<file path="config.mk">
export PLATFORM = sky130hd
export DESIGN_NAME = priority_req_sched
export DESIGN_NICKNAME = d
export VERILOG_FILES = /design/src/rtl/priority_req_sched.sv
export SDC_FILE = /design/constraint.sdc
export NUM_CORES = 1
export LEC_CHECK = 0
export ABC_AREA = 1
export CAP_MARGIN = 20
export CORE_UTILIZATION = 49
export DETAILED_ROUTE_END_ITERATION = 10
export GPL_TIMING_DRIVEN = 0
export PLACE_DENSITY = 0.82
export SYNTH_ARGS = -nofsm -noshare
export SYNTH_HDL_FRONTEND = slang
export SYNTH_SLANG_ARGS = --single-unit
</file>
<file path="constraint.sdc">
create_clock -name i_clk -period 2.89 [get_ports i_clk]
set_input_delay 0.7225 -clock i_clk [delete_from_list [all_inputs] [get_ports i_clk]]
set_output_delay 0.7225 -clock i_clk [all_outputs]
set_load 0.05 [all_outputs]
</file>
<file path="src/rtl/priority_req_sched.sv">
// Sticky request capture with lowest-index-first grant sequencing.
// Presents one grant at a time on a valid/ready port; no pulse is lost.
module priority_req_sched #(
   parameter int N     = 4,
   parameter int IDX_W = 2
) (
   input  logic             i_clk,
   input  logic             i_rst,
   input  logic [N-1:0]     i_req_in,
   input  logic             i_enable,
   output logic             o_out_valid,
   input  logic             i_out_ready,
   output logic [IDX_W-1:0] o_out_idx,
   output logic [N-1:0]     o_pending,
   output logic             o_merge,
   output logic [7:0]       o_merge_cnt
);

   typedef enum logic {IDLE, HOLD} state_t;

   state_t           r_state;
   logic [N-1:0]     r_pending;
   logic [IDX_W-1:0] r_idx;
   logic             r_merge;
   logic [7:0]       r_merge_cnt;

   logic             w_any;
   logic             w_load;
   logic [IDX_W-1:0] w_sel;
   logic [N-1:0]     w_clr;
   logic             w_hit;

   assign w_any  = |r_pending;
   assign w_load = i_enable && w_any &&
                   ((r_state == IDLE) || i_out_ready);
   assign w_hit  = |(i_req_in & r_pending & ~w_clr);

   // Lowest set pending bit wins; scanning downward lets it overwrite.
   always_comb begin
      w_sel = '0;
      for (int i = N - 1; i >= 0; i--) begin
         if (r_pending[i]) w_sel = IDX_W'(i);
      end
   end

   // One-hot mask of the bit retired by this cycle's load.
   always_comb begin
      w_clr = '0;
      for (int i = 0; i < N; i++) begin
         w_clr[i] = w_load && (w_sel == IDX_W'(i));
      end
   end

   // Pending capture, merge tracking and the grant state machine.
   always_ff @(posedge i_clk) begin
      if (i_rst) begin
         r_state     <= IDLE;
         r_pending   <= '0;
         r_idx       <= '0;
         r_merge     <= 1'b0;
         r_merge_cnt <= 8'd0;
      end else begin
         r_pending <= (r_pending & ~w_clr) | i_req_in;
         r_merge   <= w_hit;
         if (w_hit && (r_merge_cnt != 8'hFF)) begin
            r_merge_cnt <= r_merge_cnt + 8'd1;
         end
         unique case (r_state)
            IDLE: begin
               if (w_load) begin
                  r_idx   <= w_sel;
                  r_state <= HOLD;
               end
            end
            HOLD: begin
               if (w_load) begin
                  r_idx <= w_sel;
               end else if (i_out_ready) begin
                  r_state <= IDLE;
               end
            end
            default: r_state <= IDLE;
         endcase
      end
   end

   assign o_out_valid = (r_state == HOLD);
   assign o_out_idx   = r_idx;
   assign o_pending   = r_pending;
   assign o_merge     = r_merge;
   assign o_merge_cnt = r_merge_cnt;

endmodule

</file>
# Yosys cells after proc, flatten, opt, wreduce, memory -nomap -nowiden
# Index checks and enable logic that the tools add are counted.
# word_totals
output_inout_bits	16
word_cells	36
input_bits	8
regBits	16
# classes
addsub	1
eq_ne	4
n_bitwise	6
muxes	9
reduce_logical	11
# op_table
op	count
4-bit AND	3
2-bit two-way mux	5
8-bit by 1-bit adder with 8-bit output, second input constant	1
8-bit inequality test, second input constant	1
4-bit OR reduction	2
1-bit logical AND	7
2-bit equality test, second input constant	2
4-bit NOT	1
4-bit OR	1
1-bit two-way mux	3
2-bit by 1-bit equality test with 1-bit output, second input constant	1
2-bit logical NOT	1
1-bit case mux with 2 select lines	1
1-bit logical OR	1
1-bit NOT	1

# Logic depth before layout (Yosys ltp)
# logic_depth
word_depth	10
depth_mapped	11
mapped_depth_nobuf	11

# Worst setup path before layout
# No wires, ideal clock.
# synth_path
kind	register to register
startpoint	register r_merge_cnt[0], in the netlist o_merge_cnt[0]
endpoint	register r_merge_cnt[3], in the netlist o_merge_cnt[3]
slack_ns	0.999
setup_time_ns	0.117
stages_incl_launch_ff	11
period_less_slack_ns	1.891
t_required_ns	2.773
path_buffers	0
arrival_ns	1.774
cell_sequence	dfxtp_1 > ha_1 > nand2_1 > inv_1 > nand3b_1 > nor2_1 > nand2_1 > inv_1 > nor2_1 > a21oi_1 > nor2_1
# synth_between
elab_chain_len	2
elab_cells_between_ends	3
cone_classes	add/sub: 1; eq/ne: 1; reduce/logical: 1
# synth_lines
element	line_no	source
start, declared	25	logic [7:0] r_merge_cnt;
start signal, assigned	66	r_merge_cnt <= r_merge_cnt + 8'd1;
parallel branches: the longest is 2 deep, another holds 8-bit by 1-bit adder with 8-bit output	n/a	
# Parallel ways; which one is timed is not known.
# A chain may end at the register's enable or synchronous reset.

# Final worst setup path
# layout_path
startpoint	register r_pending[1], in the netlist o_pending[1]
endpoint	output o_pending[1]
# layout_rtl
element	line_no	source
start, declared	22	logic [N-1:0] r_pending;
start signal, assigned	63	r_pending <= (r_pending & ~w_clr) | i_req_in;
end, declared	14	output logic [N-1:0] o_pending,
# No word-level cell between the ends.

==> metrics.txt <==
# TYPE chip_impl_metric gauge
chip_impl_info{name="status",value="finished with violations"} 1
chip_impl_info{name="failed_checks",value="design-rule violations"} 1
chip_impl_metric{name="report.final.slew_viol_count",unit=""} 0
chip_impl_metric{name="clock-sinks",unit=""} 16
chip_impl_metric{name="vdd_drop_max",unit="uV"} 337.8
chip_impl_info{name="worst_hold_path_type",value="reg2reg"} 1
chip_impl_metric{name="final_antenna_net_count",unit=""} 0
chip_impl_metric{name="tns",unit="ns"} 0
chip_impl_metric{name="detailroute.via_count",unit=""} 861
chip_impl_metric{name="worst_hold_slack",unit="ns"} 0.4808
chip_impl_info{name="element_type_at_the_critical_path_end",value="primary output"} 1
chip_impl_metric{name="critical_path_peak_fanout",unit=""} 7
chip_impl_info{name="critPathLaunchType",value="flop"} 1
chip_impl_metric{name="slew_headroom",unit=""} 0.6622
chip_impl_metric{name="cp_num_buf_inv",unit=""} 1
chip_impl_metric{name="clock_transition_at_path_regs",unit="ns"} 0.09
chip_impl_metric{name="fin_crit",unit="ns"} 2.320
chip_impl_metric{name="drt_pre_antenna_iters",unit=""} 7
chip_impl_info{name="source_of_the_critical_timing_path",value="o_pending[1]$_SDFF_PP0_"} 1
chip_impl_metric{name="final_util",unit=""} 0.7167
chip_impl_metric{name="worst-endpoint-required",unit="ns"} 2.17
chip_impl_metric{name="clk-insertion-delay-late",unit="ns"} 0.28
chip_impl_metric{name="post-layout-total-power",unit="mW"} 0.5272
chip_impl_metric{name="postSynthCellCount",unit=""} 128
chip_impl_metric{name="setup.reg_to_reg.worst_slack",unit="ns"} 1.18
chip_impl_metric{name="area_delta_synth_final",unit="%"} 32.30
chip_impl_info{name="top_library_cells_by_usage_in_the_layout_fill_and_taps_aside",value="sky130_fd_sc_hd__nor2_1 (28), sky130_fd_sc_hd__nand2_1 (25), sky130_fd_sc_hd__clkdlybuf4s50_1 (23)"} 1
chip_impl_metric{name="cts_setup_buffers",unit=""} 0
chip_impl_metric{name="totalWireLength",unit="mm"} 1.845
chip_impl_metric{name="synthesis.area",unit="um2"} 844.6
chip_impl_info{name="synth_top_cell_by_area",value="sky130_fd_sc_hd__dfxtp_1"} 1
chip_impl_metric{name="pre_cts_slack",unit="ns"} 0.6034
chip_impl_metric{name="worst-endpoint-arrival",unit="ns"} 1.60
chip_impl_metric{name="crit_path_setup_slack_layout",unit="ns"} 0.5697
chip_impl_metric{name="post_synth_num_cell_types",unit=""} 18
chip_impl_metric{name="route.detailed.vias_per_inst",unit=""} 5.065
chip_impl_metric{name="dpl.hpwl",unit="mm"} 1.437
chip_impl_info{name="hold_path.startpoint",value="o_out_idx[1]$_SDFFE_PP0P_"} 1
chip_impl_metric{name="cts_hold_buf",unit=""} 0
chip_impl_metric{name="cts_made_buffers",unit=""} 3
chip_impl_metric{name="grt_pass1_wl",unit="mm"} 3.215
chip_impl_metric{name="die_width",unit="um"} 43.52
chip_impl_metric{name="report.final.setup_viol",unit=""} 0
chip_impl_info{name="leading_cell_type_in_the_layout_fill_and_taps_excluded",value="sky130_fd_sc_hd__nor2_1"} 1
chip_impl_metric{name="drc",unit=""} 2
chip_impl_metric{name="floorplan.io_pins",unit=""} 24
chip_impl_metric{name="nNetsFinal",unit=""} 165
chip_impl_metric{name="post_cts.resized_instances",unit=""} 0
chip_impl_metric{name="initial_utilization",unit=""} 0.5417
chip_impl_metric{name="die_y",unit="um"} 43.52
chip_impl_metric{name="grt_max_degree",unit=""} 11
chip_impl_info{name="crit_family",value="buffers and inverters"} 1
chip_impl_metric{name="drv_cap",unit=""} 0
chip_impl_info{name="crit_path_cell_trace",value="clkdlybuf4s50_1"} 1
chip_impl_info{name="startpoint_of_the_lowest_slack_register_to_register_path",value="o_merge_cnt[0]$_SDFFE_PP0P_"} 1
chip_impl_metric{name="post_route_cells_drive_above_1_share",unit=""} 0.05195
chip_impl_metric{name="synth_area_per_cell",unit="um2"} 6.598
chip_impl_info{name="cp_slowest_cell",value="sky130_fd_sc_hd__clkdlybuf4s50_1"} 1
chip_impl_info{name="rsz0062_at_grt",value="no"} 1
chip_impl_metric{name="wl_per_cell",unit="um"} 10.85
chip_impl_metric{name="number_of_inserted_diodes",unit=""} 0
chip_impl_info{name="cts_root_buf",value="sky130_fd_sc_hd__clkbuf_4"} 1
chip_impl_metric{name="max_slew.worst_pin.slew",unit="ns"} 0.5051
chip_impl_metric{name="hold_violations",unit=""} 0
chip_impl_metric{name="power_leakage",unit="nW"} 0.5082
chip_impl_metric{name="syn-num-nets",unit=""} 137
chip_impl_metric{name="drt_iter0_markers",unit=""} 18
chip_impl_metric{name="cts-root-to-sink-buffers",unit=""} 2
chip_impl_metric{name="grt_antenna_before_repair",unit=""} 0
chip_impl_metric{name="first_global_vias",unit=""} 782
chip_impl_metric{name="fp.dieArea",unit="um2"} 1894
chip_impl_metric{name="post-synth-top-area-fraction",unit=""} 0.3793
chip_impl_metric{name="timing.final.crit_share",unit=""} 0.8029
chip_impl_metric{name="yosysSeqAreaShare",unit=""} 0.3793
chip_impl_metric{name="gp_routability_congestion",unit=""} 0.8267
chip_impl_metric{name="slowest_delay",unit="ns"} 0.85
chip_impl_metric{name="buffer_ports.inserted",unit=""} 23
chip_impl_metric{name="clock.fmax",unit="MHz"} 431.0
chip_impl_metric{name="ctsHtreeMaxLevel",unit=""} 1
chip_impl_metric{name="fin_skew",unit="ns"} 0.001911
chip_impl_info{name="netlist_top_cells_area",value="sky130_fd_sc_hd__dfxtp_1 (38%), sky130_fd_sc_hd__nor2_1 (12%), sky130_fd_sc_hd__nand2_1 (11%)"} 1
chip_impl_info{name="timing_worst_setup_path_type",value="reg2out"} 1
chip_impl_metric{name="synth-seq-cells",unit=""} 16
chip_impl_metric{name="pwrdens",unit="nW/um2"} 471.8
chip_impl_metric{name="fp-row-count",unit=""} 14
chip_impl_metric{name="synth.yosys.warnings",unit=""} 0
chip_impl_metric{name="global_route.overflow_total",unit=""} 0
chip_impl_metric{name="track_usage",unit=""} 0.2309
chip_impl_metric{name="core_footprint",unit="um2"} 1559
chip_impl_info{name="cts_tree",value="yes"} 1
## cell type report
type	instances	area [um2]
fillers	131	441.7
well taps	16	20.02
flip-flops and latches	16	320.3
clock buffers	3	22.52
multi-input cells	92	449.2
repair buffers	23	230.2
inverters	19	71.32
plain buffers	1	3.754
## per-stage QoR
step / std cells / instance area, um2
2_1_floorplan: 128 / 844.6
3_3_place_gp: 167 / 1095
3_5_place_dp: 167 / 1095
4_1_cts: 170 / 1117
5_1_grt: 170 / 1117
6_report: 170 / 1117
## Yosys cell counts
cell	n
sky130_fd_sc_hd__nor3_1	2
sky130_fd_sc_hd__o21ai_0	2
sky130_fd_sc_hd__nor2_1	28
sky130_fd_sc_hd__inv_1	19
sky130_fd_sc_hd__nor2_4	2
sky130_fd_sc_hd__o21bai_1	1
sky130_fd_sc_hd__a21oi_1	13
sky130_fd_sc_hd__nand2_1	25
sky130_fd_sc_hd__nand2_2	1
sky130_fd_sc_hd__nand4_1	3
sky130_fd_sc_hd__dfxtp_1	16
sky130_fd_sc_hd__nand3_4	1
sky130_fd_sc_hd__clkbuf_1	1
sky130_fd_sc_hd__nand3b_1	2
sky130_fd_sc_hd__nand3_1	9
sky130_fd_sc_hd__xor2_1	1
sky130_fd_sc_hd__ha_1	1
sky130_fd_sc_hd__nand2_4	1
## where the power goes
group	total, mW	switching (mW)	leakage (nW)	internal [mW]
combinational	0.163	0.105	0.363	0.0574
sequential	0.250	0.0149	0.132	0.235
clock	0.115	0.0662	0.0138	0.0484
## kinds of logic after synthesis
| group | Yosys count | synth area share |
|---|---|---|
| and+or+nand+nor | 74 | 0.4089 |
| buffers and inverters | 20 | 0.08889 |
| AOI/OAI and AO/OA | 16 | 0.09778 |
| DFF | 16 | 0.3793 |
| xor gates and xnor gates | 1 | 0.01037 |
| adders and majority gates | 1 | 0.01481 |
## sequential cells by signal, indices dropped and copies added, names as in the netlist
register and flops:
o_merge 1, o_merge_cnt 8, o_out_idx 2, o_out_valid 1
o_pending 4
## path summary, 6_finish.rpt
kind / endpoint / cells past startpoint
worst min-delay path: o_out_idx[1]$_SDFFE_PP0P_ / 2
worst max-delay path: o_pending[1] / 1
worst max register to register: o_merge_cnt[3]$_SDFFE_PP0P_ / 10
worst min register to register: o_out_idx[1]$_SDFFE_PP0P_ / 2
## per-layer routing
layer | vias to the layer above | global-route usage | wire length, um
li1 | 457 | - | -
met1 | 379 | 0.2920 | 870
met2 | 21 | 0.3606 | 844
met3 | 4 | 0.06667 | 92
met4 | 0 | 0.1125 | 38
met5 | - | 0 | 0
Note: power is estimated with default switching activity, not from simulation.
